### src/rtl/mr_round_scheduler_if.sv
// Handshake and operand bundle between the Miller-Rabin round scheduler,
// its candidate/witness sources, the shared modexp engine and the verdict sink.
interface mr_round_scheduler_if #(
  parameter int unsigned BIT_LENGTH = 128
);
  // candidate stream
  logic                  p_valid;
  logic                  p_ready;
  logic [BIT_LENGTH-1:0] p_value;
  // witness-base stream
  logic                  w_valid;
  logic                  w_ready;
  logic [BIT_LENGTH-1:0] w_value;
  // modular-exponentiation engine request / response
  logic                  exp_req_valid;
  logic                  exp_req_ready;
  logic [BIT_LENGTH-1:0] exp_base;
  logic [BIT_LENGTH-1:0] exp_power;
  logic [BIT_LENGTH-1:0] exp_mod;
  logic                  exp_rsp_valid;
  logic [BIT_LENGTH-1:0] exp_rsp_value;
  // verdict and status
  logic                  res_valid;
  logic                  res_prime;
  logic                  busy;

  // environment side: sources, engine and sink
  modport master (
    output p_valid, p_value,
    output w_valid, w_value,
    output exp_req_ready, exp_rsp_valid, exp_rsp_value,
    input  p_ready, w_ready,
    input  exp_req_valid, exp_base, exp_power, exp_mod,
    input  res_valid, res_prime, busy
  );

  // scheduler side
  modport slave (
    input  p_valid, p_value,
    input  w_valid, w_value,
    input  exp_req_ready, exp_rsp_valid, exp_rsp_value,
    output p_ready, w_ready,
    output exp_req_valid, exp_base, exp_power, exp_mod,
    output res_valid, res_prime, busy
  );
endinterface

### src/rtl/mr_round_scheduler.sv
// Miller-Rabin round scheduler: decomposes p-1 = m * 2^r, pulls witness bases,
// drives a shared modexp engine (one outstanding request) and emits a verdict.
module mr_round_scheduler #(
  parameter int unsigned BIT_LENGTH = 128,
  parameter int unsigned NUM_ROUNDS = 8
) (
  input logic                aclk,
  input logic                areset,
  mr_round_scheduler_if.slave bus
);

  localparam int unsigned RW = $clog2(BIT_LENGTH) + 1;
  localparam int unsigned NW = $clog2(NUM_ROUNDS + 1);

  localparam logic [3:0] S_IDLE     = 4'd0;
  localparam logic [3:0] S_DECOMP   = 4'd1;
  localparam logic [3:0] S_GET_W    = 4'd2;
  localparam logic [3:0] S_EXP_REQ  = 4'd3;
  localparam logic [3:0] S_EXP_WAIT = 4'd4;
  localparam logic [3:0] S_CHECK    = 4'd5;
  localparam logic [3:0] S_SQ_REQ   = 4'd6;
  localparam logic [3:0] S_SQ_WAIT  = 4'd7;
  localparam logic [3:0] S_SQ_CHECK = 4'd8;
  localparam logic [3:0] S_DONE     = 4'd9;

  localparam logic [BIT_LENGTH-1:0] ONE = BIT_LENGTH'(1);
  localparam logic [BIT_LENGTH-1:0] TWO = BIT_LENGTH'(2);
  localparam logic [BIT_LENGTH-1:0] THR = BIT_LENGTH'(3);

  logic [3:0]            state_q, state_d;
  logic [BIT_LENGTH-1:0] p_q, p_d;
  logic [BIT_LENGTH-1:0] m_q, m_d;
  logic [BIT_LENGTH-1:0] a_q, a_d;
  logic [BIT_LENGTH-1:0] x_q, x_d;
  logic [RW-1:0]         r_q, r_d;
  logic [RW-1:0]         j_q, j_d;
  logic [NW-1:0]         round_q, round_d;
  logic                  verdict_q, verdict_d;

  logic [BIT_LENGTH-1:0] p_minus1;
  logic [BIT_LENGTH-1:0] p_minus2;
  logic [RW-1:0]         j_inc;
  logic [NW-1:0]         round_inc;
  logic                  round_pass;

  // Derived values used by the witness range check and the x tests
  always_comb begin
    p_minus1  = p_q - ONE;
    p_minus2  = p_q - TWO;
    j_inc     = j_q + RW'(1);
    round_inc = round_q + NW'(1);
  end

  // Next-state and datapath update; a passed round is resolved once after the case
  always_comb begin
    state_d    = state_q;
    p_d        = p_q;
    m_d        = m_q;
    a_d        = a_q;
    x_d        = x_q;
    r_d        = r_q;
    j_d        = j_q;
    round_d    = round_q;
    verdict_d  = verdict_q;
    round_pass = 1'b0;

    case (state_q)
      S_IDLE: begin
        if (bus.p_valid) begin
          p_d = bus.p_value;
          if (bus.p_value < TWO) begin
            verdict_d = 1'b0;
            state_d   = S_DONE;
          end else if (bus.p_value == TWO || bus.p_value == THR) begin
            verdict_d = 1'b1;
            state_d   = S_DONE;
          end else if (!bus.p_value[0]) begin
            verdict_d = 1'b0;
            state_d   = S_DONE;
          end else begin
            m_d       = bus.p_value - ONE;
            r_d       = '0;
            j_d       = '0;
            round_d   = '0;
            verdict_d = 1'b0;
            state_d   = S_DECOMP;
          end
        end
      end

      S_DECOMP: begin
        if (!m_q[0]) begin
          m_d = m_q >> 1;
          r_d = r_q + RW'(1);
        end else begin
          state_d = S_GET_W;
        end
      end

      S_GET_W: begin
        if (bus.w_valid) begin
          if (bus.w_value >= TWO && bus.w_value <= p_minus2) begin
            a_d     = bus.w_value;
            state_d = S_EXP_REQ;
          end else begin
            round_pass = 1'b1;
          end
        end
      end

      S_EXP_REQ: begin
        if (bus.exp_req_ready) state_d = S_EXP_WAIT;
      end

      S_EXP_WAIT: begin
        if (bus.exp_rsp_valid) begin
          x_d     = bus.exp_rsp_value;
          state_d = S_CHECK;
        end
      end

      S_CHECK: begin
        if (x_q == ONE || x_q == p_minus1) begin
          round_pass = 1'b1;
        end else if (r_q == RW'(1)) begin
          verdict_d = 1'b0;
          state_d   = S_DONE;
        end else begin
          j_d     = RW'(1);
          state_d = S_SQ_REQ;
        end
      end

      S_SQ_REQ: begin
        if (bus.exp_req_ready) state_d = S_SQ_WAIT;
      end

      S_SQ_WAIT: begin
        if (bus.exp_rsp_valid) begin
          x_d     = bus.exp_rsp_value;
          state_d = S_SQ_CHECK;
        end
      end

      S_SQ_CHECK: begin
        if (x_q == p_minus1) begin
          round_pass = 1'b1;
        end else if (x_q == ONE) begin
          verdict_d = 1'b0;
          state_d   = S_DONE;
        end else if (j_inc == r_q) begin
          verdict_d = 1'b0;
          state_d   = S_DONE;
        end else begin
          j_d     = j_inc;
          state_d = S_SQ_REQ;
        end
      end

      S_DONE: begin
        state_d = S_IDLE;
      end

      default: begin
        state_d = S_IDLE;
      end
    endcase

    if (round_pass) begin
      round_d = round_inc;
      if (round_inc == NW'(NUM_ROUNDS)) begin
        verdict_d = 1'b1;
        state_d   = S_DONE;
      end else begin
        state_d = S_GET_W;
      end
    end
  end

  // State and datapath registers with synchronous reset
  always_ff @(posedge aclk) begin
    if (areset) begin
      state_q   <= S_IDLE;
      p_q       <= '0;
      m_q       <= '0;
      a_q       <= '0;
      x_q       <= '0;
      r_q       <= '0;
      j_q       <= '0;
      round_q   <= '0;
      verdict_q <= 1'b0;
    end else begin
      state_q   <= state_d;
      p_q       <= p_d;
      m_q       <= m_d;
      a_q       <= a_d;
      x_q       <= x_d;
      r_q       <= r_d;
      j_q       <= j_d;
      round_q   <= round_d;
      verdict_q <= verdict_d;
    end
  end

  // Handshake and payload outputs decoded from state; payload comes only from
  // registers, so it stays stable while a request waits for acceptance
  always_comb begin
    bus.p_ready       = (state_q == S_IDLE);
    bus.w_ready       = (state_q == S_GET_W);
    bus.exp_req_valid = (state_q == S_EXP_REQ) || (state_q == S_SQ_REQ);
    bus.exp_base      = (state_q == S_SQ_REQ) ? x_q : a_q;
    bus.exp_power     = (state_q == S_SQ_REQ) ? TWO : m_q;
    bus.exp_mod       = p_q;
    bus.res_valid     = (state_q == S_DONE);
    bus.res_prime     = (state_q == S_DONE) && verdict_q;
    bus.busy          = (state_q != S_IDLE);
  end

endmodule
### src/flat_wrapper.sv
// flat-port wrapper written by rule: the top's interface ports become plain ports
module mr_round_scheduler_flat 
#(
  parameter int unsigned BIT_LENGTH = 128,
  parameter int unsigned NUM_ROUNDS = 8
)
  (aclk, areset, bus_p_valid, bus_p_value, bus_w_valid, bus_w_value, bus_exp_req_ready, bus_exp_rsp_valid, bus_exp_rsp_value, bus_p_ready, bus_w_ready, bus_exp_req_valid, bus_exp_base, bus_exp_power, bus_exp_mod, bus_res_valid, bus_res_prime, bus_busy);
  mr_round_scheduler_if #(.BIT_LENGTH(BIT_LENGTH)) bus_i ();
  input logic aclk;
  input logic areset;
  input wire logic [$bits(bus_i.p_valid)-1:0] bus_p_valid;
  input wire logic [$bits(bus_i.p_value)-1:0] bus_p_value;
  input wire logic [$bits(bus_i.w_valid)-1:0] bus_w_valid;
  input wire logic [$bits(bus_i.w_value)-1:0] bus_w_value;
  input wire logic [$bits(bus_i.exp_req_ready)-1:0] bus_exp_req_ready;
  input wire logic [$bits(bus_i.exp_rsp_valid)-1:0] bus_exp_rsp_valid;
  input wire logic [$bits(bus_i.exp_rsp_value)-1:0] bus_exp_rsp_value;
  output wire logic [$bits(bus_i.p_ready)-1:0] bus_p_ready;
  output wire logic [$bits(bus_i.w_ready)-1:0] bus_w_ready;
  output wire logic [$bits(bus_i.exp_req_valid)-1:0] bus_exp_req_valid;
  output wire logic [$bits(bus_i.exp_base)-1:0] bus_exp_base;
  output wire logic [$bits(bus_i.exp_power)-1:0] bus_exp_power;
  output wire logic [$bits(bus_i.exp_mod)-1:0] bus_exp_mod;
  output wire logic [$bits(bus_i.res_valid)-1:0] bus_res_valid;
  output wire logic [$bits(bus_i.res_prime)-1:0] bus_res_prime;
  output wire logic [$bits(bus_i.busy)-1:0] bus_busy;
  assign bus_i.p_valid = bus_p_valid;
  assign bus_i.p_value = bus_p_value;
  assign bus_i.w_valid = bus_w_valid;
  assign bus_i.w_value = bus_w_value;
  assign bus_i.exp_req_ready = bus_exp_req_ready;
  assign bus_i.exp_rsp_valid = bus_exp_rsp_valid;
  assign bus_i.exp_rsp_value = bus_exp_rsp_value;
  assign bus_p_ready = bus_i.p_ready;
  assign bus_w_ready = bus_i.w_ready;
  assign bus_exp_req_valid = bus_i.exp_req_valid;
  assign bus_exp_base = bus_i.exp_base;
  assign bus_exp_power = bus_i.exp_power;
  assign bus_exp_mod = bus_i.exp_mod;
  assign bus_res_valid = bus_i.res_valid;
  assign bus_res_prime = bus_i.res_prime;
  assign bus_busy = bus_i.busy;
  mr_round_scheduler #(.BIT_LENGTH(BIT_LENGTH), .NUM_ROUNDS(NUM_ROUNDS)) u_core (.aclk(aclk), .areset(areset), .bus(bus_i));
endmodule
### config.mk
export PLATFORM = sky130hd
export DESIGN_NAME = mr_round_scheduler_flat
export DESIGN_NICKNAME = d
export VERILOG_FILES = /design/src/rtl/mr_round_scheduler_if.sv /design/src/rtl/mr_round_scheduler.sv /design/src/flat_wrapper.sv
export SDC_FILE = /design/constraint.sdc
export NUM_CORES = 2
export LEC_CHECK = 0
export CORE_AREA = 2 2 304 306
export CTS_BUF_LIST = sky130_fd_sc_hd__clkbuf_16
export CTS_CLUSTER_SIZE = 28
export DETAILED_ROUTE_END_ITERATION = 8
export DIE_AREA = 0 0 306 308
export HOLD_SLACK_MARGIN = 0.02
export PLACE_DENSITY = 0.76
export RECOVER_POWER = 50
export SYNTH_ARGS = -nofsm -noshare
export SYNTH_HDL_FRONTEND = slang
export SYNTH_SLANG_ARGS = --single-unit
### constraint.sdc
create_clock -name aclk -period 18.4 [get_ports aclk]
set_input_delay 1.84 -clock aclk [delete_from_list [all_inputs] [get_ports aclk]]
set_output_delay 1.84 -clock aclk [all_outputs]
set_load 0.02 [all_outputs]
==> flow_summary.rst <==
.. list-table::
   :header-rows: 1

   * - Metric
     - Value
   * - Hold crit path type
     - flop to flop
   * - Initial antenna violation count
     - 12
   * - Global-route wire length before repair
     - 279 mm
   * - Initial Utilization
     - 40.1%
   * - Worst path arrival time
     - 10.93 ns
   * - Overall die width
     - 306 um
   * - Endpoints failing setup
     - 0
   * - Total of flip-flops plus latches after synthesis
     - 537
   * - Clock root buffer
     - sky130_fd_sc_hd__clkbuf_16
   * - Post-synthesis net count
     - 5,288
   * - Number of buffers created by CTS
     - 59
   * - Core box area
     - 0.0910 mm^2
   * - Clock tree from TritonCTS
     - done
   * - Kind of launch point of the worst setup path
     - flop
   * - Setup Buffers After CTS
     - 0
   * - Peak supply drop
     - 0.0000796 V
   * - # H-tree levels
     - 2
   * - RSZ-0062 raised after global routing
     - no
   * - Slew at the pin closest to its max-slew limit
     - 7.01 ns
   * - Number of synthesized flops with an enable pin
     - 0
   * - Fraction of post-synthesis cell area in the top cell type by area
     - 29.5%
   * - Final-report max-slew violation count
     - 447
   * - Placer's final routability congestion estimate
     - 1.08
   * - Cell-by-cell trace of the critical path
     - nor2_1, and3_1, clkbuf_1, buf_4, mux2_2, clkdlybuf4s50_1
   * - Fraction of registers with async set or reset after synthesis
     - 0%
   * - Biggest area consumer among synthesized cells
     - sky130_fd_sc_hd__dfxtp_1
   * - Largest net degree at the start of global routing
     - 135
   * - Mean Syn Cell Area
     - 7.66 um^2
   * - Number of sinks handled by clock tree synthesis
     - 537
   * - Category of the most critical setup path
     - flop to primary output
   * - Vias in the first global route
     - 38,700
   * - Footprint of the multi-input gates
     - 0.0243 mm^2
   * - Area of the die
     - 0.0942 mm^2
   * - Number of library cell types mapped by synthesis
     - 87
   * - DP Worst Slack
     - 10.18 ns
   * - Violations in the final reports
     - max-capacitance violations, max-slew violations
   * - Starting DRC count in detailed routing
     - 5,499
   * - Remaining number of nets flagged by the antenna check after routing
     - 0
   * - Final wirelength
     - 198 mm
   * - Count leader, synth
     - sky130_fd_sc_hd__nand2_1
   * - Clock slew seen by the registers of the worst setup and hold paths
     - 0.06 ns
   * - Maximum Capacitance Violations
     - 6
   * - Final clock skew
     - 0.0303 ns
   * - Leakage component of the power
     - 17.6 nW
   * - Maximum net fanout on the critical path
     - 134
   * - IO Pins
     - 780
   * - Most frequent cells after synthesis
     - sky130_fd_sc_hd__nand2_1 (699), sky130_fd_sc_hd__dfxtp_1 (537), sky130_fd_sc_hd__nor2_1 (456)
   * - Buffers on Ports
     - 779
   * - Final Worst Setup Slack
     - 5.63 ns
   * - Number of remaining DRC errors
     - 0
   * - Number of fill cells in the layout
     - 8,680
   * - Average via count per standard cell
     - 6.23
   * - Portion of the clock cycle consumed by the worst path in the final layout
     - 69.4%
   * - Number of synthesis warnings
     - 0
   * - Area Overhead vs Synth
     - 29.5%
   * - DP HPWL
     - 156 mm
   * - Dominant delay contributor by cell family on the critical path
     - buffers and inverters
   * - Buf+Inv Stages, Crit Path
     - 3
   * - Total congestion overflow
     - 0
   * - Proportion of layout cells with a drive suffix above 1
     - 7.35%
   * - Slowest Stage Delay on Critical Path
     - 4.81 ns
   * - Final Hold Slack
     - 0.478 ns
   * - Required time of the worst setup path
     - 16.56 ns
   * - Net count of the finished layout
     - 5,875
   * - Layout Utilization
     - 51.9%
   * - Total iterations of the first detailed-routing run
     - 5
   * - Cell area after synthesis
     - 0.0365 mm^2
   * - Worst setup path start
     - u_core.state_q[3]$_SDFFE_PP0P_
   * - Overall via count from detail_route
     - 41,000
   * - Max-slew headroom
     - -367%
   * - Hold path startpoint
     - u_core.m_q[20]$_SDFFE_PP0P_
   * - Critical path capture point type
     - primary output
   * - Most used flip-flop cell after synthesis
     - sky130_fd_sc_hd__dfxtp_1
   * - CTS Buffer Depth
     - 3
   * - Insertion delay to the later sink of the worst-skew pair
     - 0.68 ns
   * - Reg2reg start
     - u_core.bus.exp_mod[3]$_SDFFE_PP0P_
   * - Run status
     - finished, violations left
   * - Sequential fraction of the synthesis area
     - 29.5%
   * - Number of gates resized after CTS
     - 0
   * - Cells after synthesis
     - 4,761
   * - Register area
     - 0.0108 mm^2
   * - Sum Neg Setup Slack
     - 0 ns
   * - Synth area leaders
     - sky130_fd_sc_hd__dfxtp_1 (29%), sky130_fd_sc_hd__nand2_1 (7.2%), sky130_fd_sc_hd__xnor2_1 (6.2%)
   * - Post-route minimum period
     - 12.77 ns
   * - Max Freq
     - 78.3 MHz
   * - Slowest stage cell, crit path
     - sky130_fd_sc_hd__clkbuf_1
   * - Die Y-Extent
     - 308 um
   * - Total routing usage reported by global routing
     - 40.1%
   * - PnR Total Power
     - 6.69 mW
   * - Final count of hold timing violations
     - 0
   * - Pwr per Cell Area
     - 142 mW/mm^2
   * - Number of placement rows
     - 111
   * - Routed wirelength normalized by instance count
     - 30.0 um
   * - CTS hold repair buffers
     - 0
-- where the power goes --
group	leakage, nW	internal, mW	switching, mW
registers	4.37	1.39	0.371
clock network	1.00	0.713	0.543
logic	12.2	1.30	2.38
-- worst reg2reg max path, cell delays in order, from the launching register on --
cell and delay [ns]:
sky130_fd_sc_hd__dfxtp_1 0.42, sky130_fd_sc_hd__or2_2 0.35, sky130_fd_sc_hd__or4_1 0.53, sky130_fd_sc_hd__nor2_1 0.48
sky130_fd_sc_hd__nand2_1 0.31, sky130_fd_sc_hd__nor4_1 0.73, sky130_fd_sc_hd__nand2_1 0.24, sky130_fd_sc_hd__nor4_1 0.45
sky130_fd_sc_hd__nand2_1 0.27, sky130_fd_sc_hd__nor2_1 0.19, sky130_fd_sc_hd__xnor2_1 0.08, sky130_fd_sc_hd__ha_1 0.31
sky130_fd_sc_hd__nand4_1 0.10, sky130_fd_sc_hd__or2_2 0.32, sky130_fd_sc_hd__nor4_1 0.48, sky130_fd_sc_hd__nand4_1 0.21
sky130_fd_sc_hd__or3_1 0.44, sky130_fd_sc_hd__nor2_1 0.21, sky130_fd_sc_hd__nand3_1 0.22, sky130_fd_sc_hd__a21oi_4 0.22
sky130_fd_sc_hd__buf_4 0.43, sky130_fd_sc_hd__buf_4 0.86, sky130_fd_sc_hd__mux2i_1 0.37, sky130_fd_sc_hd__nor2_1 0.07
-- placed cells by master, fill, tap and decap left out, types with 12 or more instances in the layout --
master and n:
sky130_fd_sc_hd__or3_1 48, sky130_fd_sc_hd__nand4_1 137, sky130_fd_sc_hd__and2_1 19, sky130_fd_sc_hd__nor4_1 213, sky130_fd_sc_hd__o31ai_1 17, sky130_fd_sc_hd__nor3_1 135
sky130_fd_sc_hd__nand2_1 697, sky130_fd_sc_hd__dlygate4sd3_1 197, sky130_fd_sc_hd__a211oi_1 28, sky130_fd_sc_hd__a221oi_1 12, sky130_fd_sc_hd__nor2b_1 152, sky130_fd_sc_hd__clkdlybuf4s50_1 581
sky130_fd_sc_hd__mux2_2 121, sky130_fd_sc_hd__buf_4 92, sky130_fd_sc_hd__nor2_1 454, sky130_fd_sc_hd__or4_1 61, sky130_fd_sc_hd__and3_1 27, sky130_fd_sc_hd__a2111oi_0 16
sky130_fd_sc_hd__inv_1 42, sky130_fd_sc_hd__dfxtp_1 537, sky130_fd_sc_hd__o21ai_0 215, sky130_fd_sc_hd__ha_1 137, sky130_fd_sc_hd__or2_2 26, sky130_fd_sc_hd__nor4_2 23
sky130_fd_sc_hd__a21o_1 38, sky130_fd_sc_hd__xor2_1 171, sky130_fd_sc_hd__o211a_1 28, sky130_fd_sc_hd__mux2i_1 130, sky130_fd_sc_hd__xnor2_1 259, sky130_fd_sc_hd__clkbuf_16 59
sky130_fd_sc_hd__a21oi_1 363, sky130_fd_sc_hd__nand3_1 88, sky130_fd_sc_hd__clkinv_1 12, sky130_fd_sc_hd__and4_1 22, sky130_fd_sc_hd__o211ai_1 13
-- final timing paths --
path	depth (start not counted)	endpoint	slack, ns
worst min register to register	2	u_core.m_q[20]$_SDFFE_PP0P_	0.48
worst max register to register	23	u_core.a_q[104]$_SDFFE_PP0P_	9.95
worst min-delay path	2	u_core.m_q[20]$_SDFFE_PP0P_	0.48
worst max-delay path	6	bus_exp_base[33]	5.63
-- routing by layer --
layer  routed length [um]  track usage (%)
met1                80400             53.1
met2                85500             62.0
met3                21200             9.30
met4                10400             18.1
met5                   69                0
-- state kept, by name, indices dropped and copies added, names as in the netlist --
signal	cells
u_core.round_q	4
u_core.a_q	128
u_core.r_q	8
u_core.x_q	128
u_core.bus.exp_mod	128
u_core.j_q	8
u_core.state_q	4
u_core.verdict_q	1
u_core.m_q	128
-- final cells by class --
type	instances	area share (%)
tap	1186	3.14
sequential	537	22.8
clock buffer	59	3.13
clock inverter	52	1.11
multi-input combinational	3840	51.5
inverter	33	0.262
antenna	6	0.0318
timing repair buffer	877	18.0
-- kinds of logic after synthesis --
kind of cell	synth area share, %
xor gates and xnor gates	10.3
DFF	29.5
and+or+nand+nor	30.4
buffers and inverters	4.06
AOI/OAI and AO/OA	13.4
adders and majority gates	4.70
muxes	7.59
-- metrics by stage --
step           cell area [um^2]  std cells
2_1_floorplan             36500       4761
3_3_place_gp              45200       6471
3_5_place_dp              45200       6472
4_1_cts                   47200       6583
5_1_grt                   47200       6590
6_report                  47200       6590
(Power assumes the default switching activity.)
